$ cat src/rtl/params_pkg.sv
// Shared CPU memory-system parameters and types: line geometry, access sizes,
// and the state/owner encodings used by the memory-port arbiter.
package params_pkg;

  localparam int ADDR_WIDTH       = 32;
  localparam int CACHE_LINE_BYTES = 16;

  typedef enum logic [1:0] {
    ACC_BYTE = 2'd0,
    ACC_HALF = 2'd1,
    ACC_WORD = 2'd2,
    ACC_LINE = 2'd3
  } access_size_t;

  typedef enum logic [1:0] {
    IDLE = 2'd0,
    BUSY = 2'd1,
    RESP = 2'd2
  } arb_state_t;

  typedef enum logic {
    IC = 1'b0,
    DC = 1'b1
  } arb_owner_t;

endpackage

$ cat src/rtl/mem_arbiter.sv
// Arbitrates the single cache-line memory port between icache and dcache, one
// transaction outstanding. Define MEM_ARB_ROUND_ROBIN_EN for round-robin ties.
module mem_arbiter
  import params_pkg::*;
#(
  parameter int ADDR_WIDTH = params_pkg::ADDR_WIDTH,
  parameter int LINE_WIDTH = params_pkg::CACHE_LINE_BYTES * 8
) (
  input  logic                  clk_i,
  input  logic                  rst_i,

  input  logic                  ic_rd_req_i,
  input  logic [ADDR_WIDTH-1:0] ic_addr_i,
  input  access_size_t          ic_access_size_i,
  output logic                  ic_rsp_valid_o,
  output logic [LINE_WIDTH-1:0] ic_rsp_data_o,

  input  logic                  dc_rd_req_i,
  input  logic                  dc_wr_req_i,
  input  logic [ADDR_WIDTH-1:0] dc_addr_i,
  input  logic [LINE_WIDTH-1:0] dc_wr_data_i,
  input  access_size_t          dc_access_size_i,
  output logic                  dc_rsp_valid_o,
  output logic [LINE_WIDTH-1:0] dc_rsp_data_o,
  output logic                  dc_wr_done_o,

  output logic                  mem_rd_req_valid_o,
  output logic                  mem_wr_req_valid_o,
  output logic                  mem_req_is_instr_o,
  output logic [ADDR_WIDTH-1:0] mem_req_address_o,
  output logic [LINE_WIDTH-1:0] mem_wr_data_o,
  output access_size_t          mem_req_access_size_o,

  input  logic                  mem_data_valid_i,
  input  logic [LINE_WIDTH-1:0] mem_data_i,
  input  logic                  mem_write_done_i
);

  arb_state_t            state_q, state_d;
  arb_owner_t            owner_q, owner_d;
  logic                  is_wr_q, is_wr_d;
  logic [ADDR_WIDTH-1:0] addr_q, addr_d;
  logic [LINE_WIDTH-1:0] wdata_q, wdata_d;
  access_size_t          size_q, size_d;
  logic [LINE_WIDTH-1:0] ic_data_q, ic_data_d;
  logic [LINE_WIDTH-1:0] dc_data_q, dc_data_d;

  logic req_any;
  logic dc_req;
  logic grant_ic;

  assign dc_req  = dc_rd_req_i | dc_wr_req_i;
  assign req_any = ic_rd_req_i | dc_req;

`ifdef MEM_ARB_ROUND_ROBIN_EN
  arb_owner_t last_q, last_d;

  // On a tie the icache wins only if the dcache was granted last.
  always_comb begin
    grant_ic = ic_rd_req_i & (~dc_req | (last_q == DC));
  end

  always_comb begin
    last_d = last_q;
    if (state_q == IDLE && req_any) begin
      last_d = grant_ic ? IC : DC;
    end
  end

  always_ff @(posedge clk_i or negedge rst_i) begin
    if (!rst_i) begin
      last_q <= DC;
    end else begin
      last_q <= last_d;
    end
  end
`else
  always_comb begin
    grant_ic = ic_rd_req_i & ~dc_req;
  end
`endif

  always_comb begin
    state_d   = state_q;
    owner_d   = owner_q;
    is_wr_d   = is_wr_q;
    addr_d    = addr_q;
    wdata_d   = wdata_q;
    size_d    = size_q;
    ic_data_d = ic_data_q;
    dc_data_d = dc_data_q;

    case (state_q)
      IDLE: begin
        if (req_any) begin
          state_d = BUSY;
          owner_d = grant_ic ? IC : DC;
          // A simultaneous dcache read and write resolves to the write.
          is_wr_d = ~grant_ic & dc_wr_req_i;
          addr_d  = grant_ic ? ic_addr_i : dc_addr_i;
          wdata_d = grant_ic ? '0 : dc_wr_data_i;
          size_d  = grant_ic ? ic_access_size_i : dc_access_size_i;
        end
      end
      BUSY: begin
        if (is_wr_q) begin
          if (mem_write_done_i) begin
            state_d = RESP;
          end
        end else if (mem_data_valid_i) begin
          state_d = RESP;
          if (owner_q == IC) begin
            ic_data_d = mem_data_i;
          end else begin
            dc_data_d = mem_data_i;
          end
        end
      end
      RESP: begin
        state_d = IDLE;
      end
      default: begin
        state_d = IDLE;
      end
    endcase
  end

  always_ff @(posedge clk_i or negedge rst_i) begin
    if (!rst_i) begin
      state_q   <= IDLE;
      owner_q   <= DC;
      is_wr_q   <= 1'b0;
      addr_q    <= '0;
      wdata_q   <= '0;
      size_q    <= ACC_BYTE;
      ic_data_q <= '0;
      dc_data_q <= '0;
    end else begin
      state_q   <= state_d;
      owner_q   <= owner_d;
      is_wr_q   <= is_wr_d;
      addr_q    <= addr_d;
      wdata_q   <= wdata_d;
      size_q    <= size_d;
      ic_data_q <= ic_data_d;
      dc_data_q <= dc_data_d;
    end
  end

  logic busy;
  logic resp;

  assign busy = (state_q == BUSY);
  assign resp = (state_q == RESP);

  // Memory-side outputs are decoded from registers only and are quiet outside BUSY.
  assign mem_rd_req_valid_o    = busy & ~is_wr_q;
  assign mem_wr_req_valid_o    = busy & is_wr_q;
  assign mem_req_is_instr_o    = busy & (owner_q == IC);
  assign mem_req_address_o     = busy ? addr_q : '0;
  assign mem_wr_data_o         = busy ? wdata_q : '0;
  assign mem_req_access_size_o = busy ? size_q : ACC_BYTE;

  assign ic_rsp_valid_o = resp & (owner_q == IC);
  assign dc_rsp_valid_o = resp & (owner_q == DC) & ~is_wr_q;
  assign dc_wr_done_o   = resp & (owner_q == DC) & is_wr_q;
  assign ic_rsp_data_o  = ic_data_q;
  assign dc_rsp_data_o  = dc_data_q;

endmodule

$ cat config.mk
export PLATFORM = sky130hd
export DESIGN_NAME = mem_arbiter
export DESIGN_NICKNAME = d
export VERILOG_FILES = /design/src/rtl/params_pkg.sv /design/src/rtl/mem_arbiter.sv
export SDC_FILE = /design/constraint.sdc
export NUM_CORES = 1
export LEC_CHECK = 0
export BUFFER_PORTS_ARGS = -buffer_cell sky130_fd_sc_hd__clkbuf_2
export CAP_MARGIN = 5
export CORE_AREA = 2 2 294 296
export DETAILED_ROUTE_END_ITERATION = 16
export DIE_AREA = 0 0 296 298
export PLACE_DENSITY = 0.46
export SLEW_MARGIN = 15
export SYNTH_ARGS = -nofsm -noshare
export SYNTH_HDL_FRONTEND = slang
export SYNTH_SLANG_ARGS = --single-unit
$ cat constraint.sdc
create_clock -name clk_i -period 2.9 [get_ports clk_i]
set_input_delay 0.58 -clock clk_i [delete_from_list [all_inputs] [get_ports clk_i]]
set_output_delay 0.58 -clock clk_i [all_outputs]
set_load 0.02 [all_outputs]
==> impl_metrics.csv <==
group,metric,value,unit
global_route,grt_pass1_wl,82600,um
setup_path,path_max_fanout,82,
synthesis,synth_nets,1479,
placement,post-place-cells,3005,
synthesis,synth.avg_cell_area,14.5,um2
global_route,grt_start_max_net_pins,83,
layout,area_growth,41.5,%
timing,fin_worst_skew,0.0237,ns
detailed_routing,routed_wl,55400,um
layout,nets,2247,
synthesis,synth_edf_count,0,
synthesis,yosys_warnings,0,
clocking,clk_latency,0.59,ns
layout,drive_above_1_share,52.5,%
synthesis,netlist_area,16700,um2
placement,post-place-ws,0.582,ns
synthesis,ys_seq_area_share,63.4,%
synthesis,synth_cell_type_count,29,
power_and_ir_drop,power.density,1280,nW/um2
die,coreArea,84900,um2
power_and_ir_drop,fin_total_pwr,0.0301,W
die,ios,755,
synthesis,yosysMostFrequentCell,"dfrtp_1",
global_route,antenna_found_initial,3,
clocking,cts.sinks,422,
setup_path,start_kind,"flop",
run,maxCapViolations,0,
synthesis,synth_common_cells,"dfrtp_1, and2_1, mux2_2",
die,start_util,19.6,%
timing,period_share,95.3,%
detailed_routing,wl_per_cell,17.9,um
synthesis,syn-instance-count,1148,
clocking,clockBufferDepth,3,
clocking,cts_tree,"built",
setup_path,critPathTopFamily,"simple AND/OR/NAND/NOR gates",
setup_path,crit_chain,"and2b_4 -> buf_12 -> and2_1 -> clkbuf_2",
synthesis,async_flop_share,100,%
timing,maxSlewViolCount,0,
die,die-area,88200,um2
timing,slew_headroom,55.7,%
die,die_y,298,um
placement,dp.final_hpwl,41400,um
placement,io_buffers,754,
synthesis,ys_ff_latch,422,
layout,stdcell_count,3097,
die,die_w,296,um
placement,place.gp.congestion,0.826,
setup_path,cp_slowest_cell,"dfrtp_1",
worst_hold_path,hp-class,"in2reg",
synthesis,yosysTopAreaCell,"dfrtp_1",
detailed_routing,ant_nets,0,
run_status,status,"finished clean",
timing,hold_viol_final,0,
global_route,globalRouteOverflowTotal,0,
detailed_routing,drt_iter0_drc,424,
clocking,cts_root_buffer,"clkbuf_16",
timing,period_needed,2.76,ns
setup_path,endpoint_kind,"output pin",
global_route,grt.total_usage,12.1,%
die,rows,107,
setup_path,crit_path_max_incr_delay,0.50,ns
detailed_routing,drc,0,
clocking,cts_made_buffers,48,
setup_path,critical_path_class,"reg2out",
synthesis,synth_area_leaders,"dfrtp_1, mux2_2, mux2_1",
synthesis,ys.flop_type,"dfrtp_1",
power_and_ir_drop,ir_drop,0.504,mV
timing,fin_ws,0.136,ns
clocking,h-tree-depth,2,
global_route,grt_pass1_vias,13482,
timing,tightest_slew,0.665,ns
setup_path,cp.arrival,2.18,ns
timing,clock.fmax,362,MHz
detailed_routing,firstDrtPassIters,4,
setup_path,crit_buf_inv,2,
detailed_routing,via_count,12391,
setup_path,required,2.32,ns
detailed_routing,viasPerCell,4.00,
timing,finalSetupViolations,0,
power_and_ir_drop,leakagePower,11.6,nW
clocking,cts.clk_slew.worst_paths,0.06,ns
timing,setup_tns,0,ns
synthesis,synth_top_cell_area_share,63.3,%
path summary, 6_finish.rpt:
check	cells past startpoint	from	slack [ns]	to
hold / removal	2	mem_data_i[66]	0.22	dc_rsp_data_o[66]
min in group asynchronous	2	rst_i	0.61	dc_rsp_data_o[6]
max in group asynchronous	3	rst_i	1.46	owner_q
setup / recovery	4	state_q[1]	0.14	mem_wr_data_o[72]
setup reg to reg	5	state_q[1]	0.49	dc_rsp_data_o[69]
hold reg to reg	1	dc_rsp_data_o[38]	0.49	dc_rsp_data_o[38]
metal layers:
metal	vias up	track usage (%)	wire length, um
li1	5651	-	-
met1	6152	13.6	21500
met2	501	21.4	27600
met3	85	3.78	4650
met4	2	3.82	1610
met5	-	0	13
cell usage in the layout (no fill, tap or decap), drive strengths merged, types with 2 or more instances in the layout:
master	Yosys	routed
mux2	256	256
nand2	2	2
clkinv	0	11
clkbuf	34	825
nor2	4	4
o22ai	34	34
nor3	2	2
nand2b	2	2
a2bb2oi	34	34
and2	163	163
dfrtp	421	421
buf	54	51
a22o	129	129
and2b	1	2
layout make-up:
type | instances | area [um2]
clock buffer | 72 | 1410
clock inverter | 14 | 113
antenna | 1 | 2.50
tap | 1144 | 1430
sequential | 422 | 10600
multi-input combinational | 639 | 5720
timing repair buffer | 805 | 4330
fill | 8956 | 61300
sequential cells by signal, indices dropped and copies added, names as in the netlist:
signal,count
wdata_q,128
size_q,2
state_q,2
addr_q,32
is_wr_q,1
ic_rsp_data_o,128
owner_q,1
dc_rsp_data_o,128
stage by stage:
step           util, %  hold slack (ns)  area [um2]
6_report          27.8            0.218       23600
2_1_floorplan        -            0.284       16700
3_3_place_gp      25.9            0.474       22000
3_5_place_dp      25.9            0.480       22000
5_1_grt           27.8            0.184       23600
4_1_cts           27.8            0.163       23600
where the power goes:
part	internal (W)	switching, W	total, W	leakage (nW)
Sequential	0.00884	0.00166	0.0105	5.09
Clock	0.00344	0.00242	0.00586	0.757
Combinational	0.00557	0.00819	0.0138	5.74
Total	0.0178	0.0123	0.0301	11.6
what timing repair did:
item,4_1_cts,5_1_grt
pin swaps,0,0
hold endpoints to repair,16,0
cloned,1,0
gates resized for setup,0,1
buffers inserted,3,0
endpoints found under the setup margin,88,6
hold buffers,1,0
cell families after synthesis:
| group | Yosys count | share of synthesized area [%] |
|---|---|---|
| muxes | 256 | 17.3 |
| AOI/OAI and AO/OA | 201 | 10.0 |
| DFF | 422 | 63.4 |
| and+or+nand+nor | 181 | 6.79 |
| buffers and inverters | 88 | 2.49 |
Power figures use the tool's default switching activity.
